File: src/rtl/note_draw_pkg.sv
// -----------------------------------------------------------------------------
// note_draw_pkg
// Shared definitions for the note-drawing controller:
//   - default grid and box-count values used as parameter defaults
//   - the controller state encoding
// -----------------------------------------------------------------------------
package note_draw_pkg;

  localparam int DEF_GRID_W    = 240;
  localparam int DEF_GRID_H    = 180;
  localparam int DEF_NUM_BOXES = 12;

  // Encodings 10..15 are unused and recover to ST_RESET.
  typedef enum logic [3:0] {
    ST_RESET      = 4'd0,
    ST_CLR_LOAD   = 4'd1,
    ST_CLR_WRITE  = 4'd2,
    ST_START      = 4'd3,
    ST_START_WAIT = 4'd4,
    ST_WAIT_SONG  = 4'd5,
    ST_SELECT     = 4'd6,
    ST_LOAD_BOX   = 4'd7,
    ST_DRAW       = 4'd8,
    ST_WAIT_SHAPE = 4'd9
  } state_e;

endpackage

File: src/rtl/mod_counter.sv
// -----------------------------------------------------------------------------
// mod_counter
// Up-counter with synchronous reset, synchronous clear and count enable.
// Clear has priority over enable.
//   clock_i   in   clock
//   reset_i   in   synchronous active-high reset, forces count to 0
//   clear_i   in   synchronous clear to 0
//   enable_i  in   increment by one
//   count_o   out  current count
// -----------------------------------------------------------------------------
module mod_counter #(
  parameter int WIDTH = 4
) (
  input  logic             clock_i,
  input  logic             reset_i,
  input  logic             clear_i,
  input  logic             enable_i,
  output logic [WIDTH-1:0] count_o
);

  logic [WIDTH-1:0] count_q;
  logic [WIDTH-1:0] count_d;

  // NOTE: every combinational output gets a default before any branch, so no
  // path leaves it unassigned and no latch is inferred.
  always_comb begin
    count_d = count_q;
    if (clear_i) begin
      count_d = '0;
    end else if (enable_i) begin
      count_d = count_q + WIDTH'(1);
    end
  end

  // NOTE: registers are updated with non-blocking assignments so every flop
  // samples the pre-edge values, independent of statement order.
  always_ff @(posedge clock_i) begin
    if (reset_i) begin
      count_q <= '0;
    end else begin
      count_q <= count_d;
    end
  end

  assign count_o = count_q;

endmodule

File: src/rtl/note_draw_fsm.sv
// -----------------------------------------------------------------------------
// note_draw_fsm
// Moore controller that clears a pixel grid and then, on every beat, walks the
// note boxes and hands each enabled box to an external shape drawer.
//
// Ports
//   clock                  in   system clock, rising edge
//   reset                  in   synchronous active-high reset
//   start                  in   start-song button (level, press-and-release)
//   beatIncremented        in   one-cycle beat strobe
//   songDone               in   song finished (level)
//   shapeDone              in   one-cycle strobe from the shape drawer
//   boxActive              in   per-box enable mask, sampled in SELECT
//   loadDefault            out  load background pixel
//   writeDefault           out  write background pixel at gridCounter
//   readyForSong           out  idle and waiting for a beat
//   loadStartAddress       out  load start address of box boxIndex
//   startingAddressLoaded  out  kick the shape drawer for box boxIndex
//   gridCounter            out  clear pixel address
//   boxIndex               out  current box
//   beatOverrun            out  sticky: a beat arrived while busy
// -----------------------------------------------------------------------------
module note_draw_fsm
  import note_draw_pkg::*;
#(
  parameter int GRID_W          = DEF_GRID_W,
  parameter int GRID_H          = DEF_GRID_H,
  parameter int NUM_BOXES       = DEF_NUM_BOXES,
  parameter int CLEAR_EACH_BEAT = 0,
  localparam int GRID_N         = GRID_W * GRID_H,
  localparam int GW             = (GRID_N > 1) ? $clog2(GRID_N) : 1,
  localparam int BW             = $clog2(NUM_BOXES + 1)
) (
  input  logic                 clock,
  input  logic                 reset,
  input  logic                 start,
  input  logic                 beatIncremented,
  input  logic                 songDone,
  input  logic                 shapeDone,
  input  logic [NUM_BOXES-1:0] boxActive,
  output logic                 loadDefault,
  output logic                 writeDefault,
  output logic                 readyForSong,
  output logic                 loadStartAddress,
  output logic                 startingAddressLoaded,
  output logic [GW-1:0]        gridCounter,
  output logic [BW-1:0]        boxIndex,
  output logic                 beatOverrun
);

  localparam logic [GW-1:0] GRID_LAST = GW'(GRID_N - 1);
  localparam logic [BW-1:0] BOX_END   = BW'(NUM_BOXES);
  // boxIndex can reach NUM_BOXES, so the mask is zero-padded to the full
  // index range to keep the select in bounds.
  localparam int            PAD_W     = 2 ** BW;

  state_e state_q, state_d;
  // Remembers whether the clear in progress was started by a beat (exit to
  // SELECT) or by reset/songDone (exit to START).
  logic   beat_clear_q, beat_clear_d;
  logic   beat_overrun_q, beat_overrun_d;

  logic   grid_clr, grid_en;
  logic   box_clr, box_en;

  logic [PAD_W-1:0] active_pad;
  assign active_pad = {{(PAD_W - NUM_BOXES){1'b0}}, boxActive};

  mod_counter #(.WIDTH(GW)) u_grid_cnt (
    .clock_i  (clock),
    .reset_i  (reset),
    .clear_i  (grid_clr),
    .enable_i (grid_en),
    .count_o  (gridCounter)
  );

  mod_counter #(.WIDTH(BW)) u_box_cnt (
    .clock_i  (clock),
    .reset_i  (reset),
    .clear_i  (box_clr),
    .enable_i (box_en),
    .count_o  (boxIndex)
  );

  always_comb begin
    state_d               = state_q;
    beat_clear_d          = beat_clear_q;
    grid_clr              = 1'b0;
    grid_en               = 1'b0;
    box_clr               = 1'b0;
    box_en                = 1'b0;
    loadDefault           = 1'b0;
    writeDefault          = 1'b0;
    readyForSong          = 1'b0;
    loadStartAddress      = 1'b0;
    startingAddressLoaded = 1'b0;

    unique case (state_q)
      ST_RESET: begin
        beat_clear_d = 1'b0;
        state_d      = ST_CLR_LOAD;
      end
      ST_CLR_LOAD: begin
        loadDefault = 1'b1;
        state_d     = ST_CLR_WRITE;
      end
      ST_CLR_WRITE: begin
        writeDefault = 1'b1;
        if (gridCounter == GRID_LAST) begin
          grid_clr = 1'b1;
          state_d  = beat_clear_q ? ST_SELECT : ST_START;
        end else begin
          grid_en = 1'b1;
          state_d = ST_CLR_LOAD;
        end
      end
      ST_START: begin
        if (start) state_d = ST_START_WAIT;
      end
      ST_START_WAIT: begin
        if (!start) state_d = ST_WAIT_SONG;
      end
      ST_WAIT_SONG: begin
        readyForSong = 1'b1;
        box_clr      = 1'b1;
        if (songDone) begin
          beat_clear_d = 1'b0;
          state_d      = ST_CLR_LOAD;
        end else if (beatIncremented) begin
          if (CLEAR_EACH_BEAT != 0) begin
            beat_clear_d = 1'b1;
            state_d      = ST_CLR_LOAD;
          end else begin
            state_d = ST_SELECT;
          end
        end
      end
      ST_SELECT: begin
        if (boxIndex == BOX_END) begin
          box_clr = 1'b1;
          state_d = ST_WAIT_SONG;
        end else if (active_pad[boxIndex]) begin
          state_d = ST_LOAD_BOX;
        end else begin
          box_en = 1'b1;
        end
      end
      ST_LOAD_BOX: begin
        loadStartAddress = 1'b1;
        state_d          = ST_DRAW;
      end
      ST_DRAW: begin
        startingAddressLoaded = 1'b1;
        state_d               = ST_WAIT_SHAPE;
      end
      ST_WAIT_SHAPE: begin
        if (shapeDone) begin
          box_en  = 1'b1;
          state_d = ST_SELECT;
        end
      end
      default: state_d = ST_RESET;
    endcase
  end

  // A beat is only consumed in WAIT_SONG; START/START_WAIT drop it silently,
  // any other state flags it as an overrun.
  always_comb begin
    beat_overrun_d = beat_overrun_q;
    if (beatIncremented &&
        !(state_q inside {ST_WAIT_SONG, ST_START, ST_START_WAIT})) begin
      beat_overrun_d = 1'b1;
    end
  end

  always_ff @(posedge clock) begin
    if (reset) begin
      state_q        <= ST_RESET;
      beat_clear_q   <= 1'b0;
      beat_overrun_q <= 1'b0;
    end else begin
      state_q        <= state_d;
      beat_clear_q   <= beat_clear_d;
      beat_overrun_q <= beat_overrun_d;
    end
  end

  assign beatOverrun = beat_overrun_q;

endmodule

File: config.mk
export PLATFORM = sky130hd
export DESIGN_NAME = note_draw_fsm
export DESIGN_NICKNAME = d
export VERILOG_FILES = /design/src/rtl/note_draw_pkg.sv /design/src/rtl/mod_counter.sv /design/src/rtl/note_draw_fsm.sv
export SDC_FILE = /design/constraint.sdc
export NUM_CORES = 1
export LEC_CHECK = 0
export BUFFER_PORTS_ARGS = -buffer_cell sky130_fd_sc_hd__buf_2
export CELL_PAD_IN_SITES_DETAIL_PLACEMENT = 0
export CELL_PAD_IN_SITES_GLOBAL_PLACEMENT = 1
export CORE_ASPECT_RATIO = 0.9
export CORE_MARGIN = 2
export CORE_UTILIZATION = 37
export DETAILED_ROUTE_END_ITERATION = 8
export GPL_TIMING_DRIVEN = 0
export PLACE_DENSITY = 0.78
export SETUP_SLACK_MARGIN = 0.1
export SYNTH_ARGS = -nofsm -noshare
export SYNTH_HDL_FRONTEND = slang
export SYNTH_SLANG_ARGS = --single-unit
File: constraint.sdc
create_clock -name clock -period 2.4 [get_ports clock]
set_input_delay 0.24 -clock clock [delete_from_list [all_inputs] [get_ports clock]]
set_output_delay 0.24 -clock clock [all_outputs]
set_load 0.005 [all_outputs]
# == After elaboration in Yosys (flattened, before gate mapping) ==
# Cells that the tools add are included.
# op_classes
addsub,2
magnitude_cmp,1
n_eq_ne,17
muxes,29
reduce_logical,9
# op_table
cell,count
case mux 4 bit (10 select lines),1
two-way mux 4 bit,7
"adder 16 x 1 -> 16 bit, second input constant",1
"== test 16 bit, second input constant",1
"== test 4 x 3 -> 1 bit, second input constant",4
two-way mux 1 bit,15
"== test 4 bit, second input constant",3
"== test 4 x 2 -> 1 bit, second input constant",2
"inequality test 2 bit, second input constant",4
two-way mux 3 bit,2
"inequality test 3 bit, second input constant",2
case mux 1 bit (2 select lines),3
"< comparator 4 x 5 -> 1 bit, second input constant",1
AND reduction 5 bit,1
"adder 4 x 1 -> 4 bit, second input constant",1
binary-select mux 1 bit (select 4 bit),1
"== test 4 x 1 -> 1 bit, second input constant",1
zero test 4 bit,1
OR reduction 2 bit,2
nonzero test 3 bit,1
AND reduction 2 bit,1
nonzero test 2 bit,1
logical AND 1 bit,1
zero test 1 bit,1
# word_totals
ff_bits,26
input_bits,18
elab_cells,63

# == Logic depth before layout (Yosys ltp) ==
# depth
word_depth,5
depth_mapped,7
mapped_depth_nobuf,7

# == Hierarchy ==
# A second synthesis with hierarchy kept.
# unflattened
hier_cells,187
hier_area_um2,1644.1
# modules_own_cells
mod,instances,cells_per_inst,area_each_um2,seq_area_each_um2
mod_counter (u_grid_cnt),1,86,780.7,320.3
note_draw_fsm,1,84,685.7,100.1
mod_counter (u_box_cnt),1,17,177.7,80.1

# == Worst setup path after synthesis ==
# Ideal clock, no wire load.
# synth_path
kind,reg2reg
from,register u_box_cnt.count_q[0] (netlist: u_box_cnt.count_o[0])
to,register u_box_cnt.count_q[2] (netlist: u_box_cnt.count_o[2])
setup_ns,0.070
arrival_ns,2.127
required_ns,2.330
path_slack_ns,0.204
path_stages_with_launch,6
synth_period_minus_slack_ns,2.196
path_cell_list,dfxtp_1 > mux4_2 > a2111o_1 > and2_4 > or4_1 > a21oi_1
# synth_via
elab_chain_len,5
# synth_lines
element,line,source
start: declaration,mod_counter.sv:21,logic [WIDTH-1:0] count_q;
start signal: assignment,mod_counter.sv:41,count_q <= count_d;
binary-select mux 1 bit (select 4 bit),note_draw_fsm.sv:142,end else if (active_pad[boxIndex]) begin
two-way mux 1 bit (not written as such),note_draw_fsm.sv:142,
two-way mux 1 bit,note_draw_fsm.sv:142,
two-way mux 1 bit,note_draw_fsm.sv:139,if (boxIndex == BOX_END) begin
case mux 1 bit (2 select lines),note_draw_fsm.sv:98,unique case (state_q)
# Parallel ways exist; a longest one is shown, timed or not. The select of a mux whose other input is x is not followed.
# A chain may end at the register's enable or synchronous reset.

# == Final worst setup path ==
# Same ends and word-level chain as after synthesis.

==> impl_summary.log <==
[metrics] run status: finished clean
[metrics] Worst Hold Class: in -> reg
[metrics] insertion delay to the later sink of the worst-skew pair: 0.28 ns
[metrics] Die Footprint: 0.00468 mm^2
[metrics] maximum fanout along the worst path: 7
[metrics] vertical extent of the die: 65.1 um
[metrics] Slew Limit Fails: 0
[metrics] total of buffers placed on input and output ports: 43
[metrics] crit path max-delay cell type: sky130_fd_sc_hd__mux4_2
[metrics] iteration-0 DRC count of the detailed router: 95
[metrics] total nets after synthesis: 211
[metrics] count of yosys warnings during synthesis: 0
[metrics] Slew HR: 0.626
[metrics] maximum resistive drop on vdd: 0.283 mV
[metrics] fraction of registers with async set/reset: 0
[metrics] root buf cell: sky130_fd_sc_hd__clkbuf_8
[metrics] maximum cell stage delay along the critical path: 0.50 ns
[metrics] combined area of all synthesized cells: 0.00154 mm^2
[metrics] achievable clock frequency: 458 MHz
[metrics] wire length of the first global-routing pass: 5750 um
[metrics] overall die width: 71.9 um
[metrics] sequential area share after synthesis: 0.326
[metrics] number of design rule violations left after detail routing: 0
[metrics] half-perimeter wire length after detailed placement: 2670 um
[metrics] Syn Inst Count: 190
[metrics] overall track demand over capacity in global routing: 0.154
[metrics] WP buf/inv: 0
[metrics] number of enable flip-flop cells after synthesis: 0
[metrics] Total Neg Setup Slack: 0 ns
[metrics] number of hold violations in the final report: 0
[metrics] routability cong.: 0.790
[metrics] Post-Place Setup Slack: 0.0593 ns
[metrics] required time of the critical path: 2.62 ns
[metrics] count of hold-fix buffers inserted at cts: 0
[metrics] crit path cell chain: mux4_2, a2111o_1, and2_4, or4_1, a21oi_1
[metrics] synthesis-to-layout area growth: 22.3%
[metrics] flip-flop and latch count after synthesis: 25
[metrics] final global-route overflow total: 0
[metrics] ratio of cells with drive above 1 in the final layout: 0.262
[metrics] final count of negative-setup-slack endpoints: 0
[metrics] vias per cell: 5.31
[metrics] power density normalized to cell area: 515 mW/mm^2
[metrics] final net count: 259
[metrics] number of diodes added for antenna fixing: 0
[metrics] CTS-repair resized insts: 3
[metrics] number of optimization iterations in the first detailed-route pass: 5
[metrics] unrepaired setup endpoints after global routing: no
[metrics] post-synthesis cell type count: 51
[metrics] number of clock sinks: 25
[metrics] post-layout worst setup margin: 0.217 ns
[metrics] antenna violations before repair: 0
[metrics] wire length per cell: 12.6 um
[metrics] most used flip-flop cell after synthesis: sky130_fd_sc_hd__dfxtp_1
[metrics] TritonCTS Buffers: 3
[metrics] via count of the first global-routing pass: 1253
[metrics] DRT antenna net count: 0
[metrics] CTS tree: done
[metrics] slew at the pin closest to its max-slew limit: 0.557 ns
[metrics] crit start category: flip-flop
[metrics] CTS HTree Levels: 1
[metrics] P_leak: 0.778 nW
[metrics] average instance area after synthesis: 8.08 um^2
[metrics] number of buffers on the longest clock path: 2
[metrics] vias after detailed routing: 1512
[metrics] FP Rows: 22
[metrics] Critical Path End Type: flip-flop
[metrics] kind of critical path: reg -> reg
[metrics] minimum clock period after layout: 2.18 ns
[metrics] placeable core region: 0.00402 mm^2
[metrics] Data arrival, critical path: 2.40 ns
[metrics] kind of cell with the highest combined delay on the critical path: simple AND/OR/NAND/NOR gates
[metrics] I/O pin total: 44
[metrics] Clock Skews: 0.0113 ns
[metrics] post-route fraction of the period consumed by the critical path: 0.909
[metrics] max-cap check violation count: 0
[metrics] largest net degree at the start of global routing: 16
[metrics] Clk pin slew, worst setup/hold paths: 0.10 ns
[metrics] initial standard-cell utilization of the core: 0.382
[metrics] DRT Wirelength: 3580 um
[metrics] count of buffers added by post-CTS timing repair for setup: 0
## final timing paths
path,start,to,slack [ns],cells past startpoint
worst max-delay path,u_box_cnt.count_o[0]$_SDFFE_PP0P_,u_box_cnt.count_o[2]$_SDFFE_PP0P_,0.22,5
worst max register to register,u_box_cnt.count_o[0]$_SDFFE_PP0P_,u_box_cnt.count_o[2]$_SDFFE_PP0P_,0.22,5
worst min register to register,beatOverrun$_SDFFE_PP0P_,beatOverrun$_SDFFE_PP0P_,0.48,2
worst min-delay path,beatIncremented,beatOverrun$_SDFFE_PP0P_,0.22,3
## routing by layer
metal  share of wire  track usage  vias to the layer above
met4          0.0070       0.0354                        0
met5               0            0                        -
met3           0.056       0.0337                        2
met1            0.52        0.229                      683
li1                -            -                      784
met2            0.42        0.226                       43
## registers in the layout (all words and copies together), names as in the netlist
name,count
u_box_cnt.count_o,4
u_grid_cnt.count_o,16
beatOverrun,1
state_q,4
## per-stage QoR
step	instances	util	area [um^2]	hold slack, ns	total power, W
floorplan	190	-	1540	0.309	0.000637
global placement	281	0.450	1810	0.454	0.000713
detailed placement	281	0.450	1810	0.461	0.000712
CTS	285	0.465	1870	0.215	0.000980
global route	285	0.467	1880	0.239	0.00103
finish	285	0.467	1880	0.223	0.000967
## tightest hold or removal path, cell delays in order
cell	delay, ns
sky130_fd_sc_hd__buf_2	0.10
sky130_fd_sc_hd__a21oi_1	0.06
sky130_fd_sc_hd__nor2_1	0.07
## layout make-up
class,count,area (um^2)
sequential,25,505
clock inverter,1,7.51
fill,416,2140
multi-input combinational,149,983
tap,48,60.1
inverter,7,26.3
timing repair buffer,43,215
buffer,9,38.8
clock buffer,3,41.3
## Yosys cell counts (all sizes together) (2+ instances only)
cell	instances	share of area
or2	2	0.0081
nand3b	3	0.015
nand3	9	0.029
buf	2	0.0057
nor2	27	0.066
a21oi	7	0.023
and2	4	0.018
xor2	13	0.074
o21ai	6	0.020
mux2i	2	0.013
nand2	8	0.020
mux4	2	0.029
nor2b	3	0.012
xnor2	2	0.011
nor4	2	0.0081
ha	3	0.024
o211ai	4	0.020
nand4	6	0.024
or3	2	0.0081
inv	7	0.017
and3	6	0.024
nor3	6	0.020
clkbuf	7	0.017
a31oi	3	0.012
nand2b	6	0.024
and4	2	0.011
dfxtp	25	0.33
## logic make-up after synthesis
group,Yosys count,synth area share
xor+xnor,15,0.0856
flops,25,0.326
simple gates,92,0.323
compound gates,35,0.159
buf+inv,16,0.0399
fa+ha+maj,3,0.0245
mux,4,0.0424
## placed cells by master, fill, tap and decap left out, types with 4 or more instances in the layout
cell                       instances
sky130_fd_sc_hd__nor2_1           27
sky130_fd_sc_hd__xor2_1           13
sky130_fd_sc_hd__nand2_1           8
sky130_fd_sc_hd__nand3_1           9
sky130_fd_sc_hd__buf_2            43
sky130_fd_sc_hd__clkbuf_1          6
sky130_fd_sc_hd__dfxtp_1          23
sky130_fd_sc_hd__nor3_1            6
sky130_fd_sc_hd__and3_1            6
sky130_fd_sc_hd__a21oi_1           7
sky130_fd_sc_hd__nand2b_1          6
sky130_fd_sc_hd__nand4_1           6
sky130_fd_sc_hd__inv_1             7
sky130_fd_sc_hd__o211ai_1          4
sky130_fd_sc_hd__o21ai_0           5
## power by group
group          total [W]  switching, W  internal, W
sequential      0.000460     0.0000230     0.000437
combinational   0.000245      0.000137     0.000108
clock           0.000262      0.000144     0.000118
Note: power is estimated with default switching activity, not from simulation.
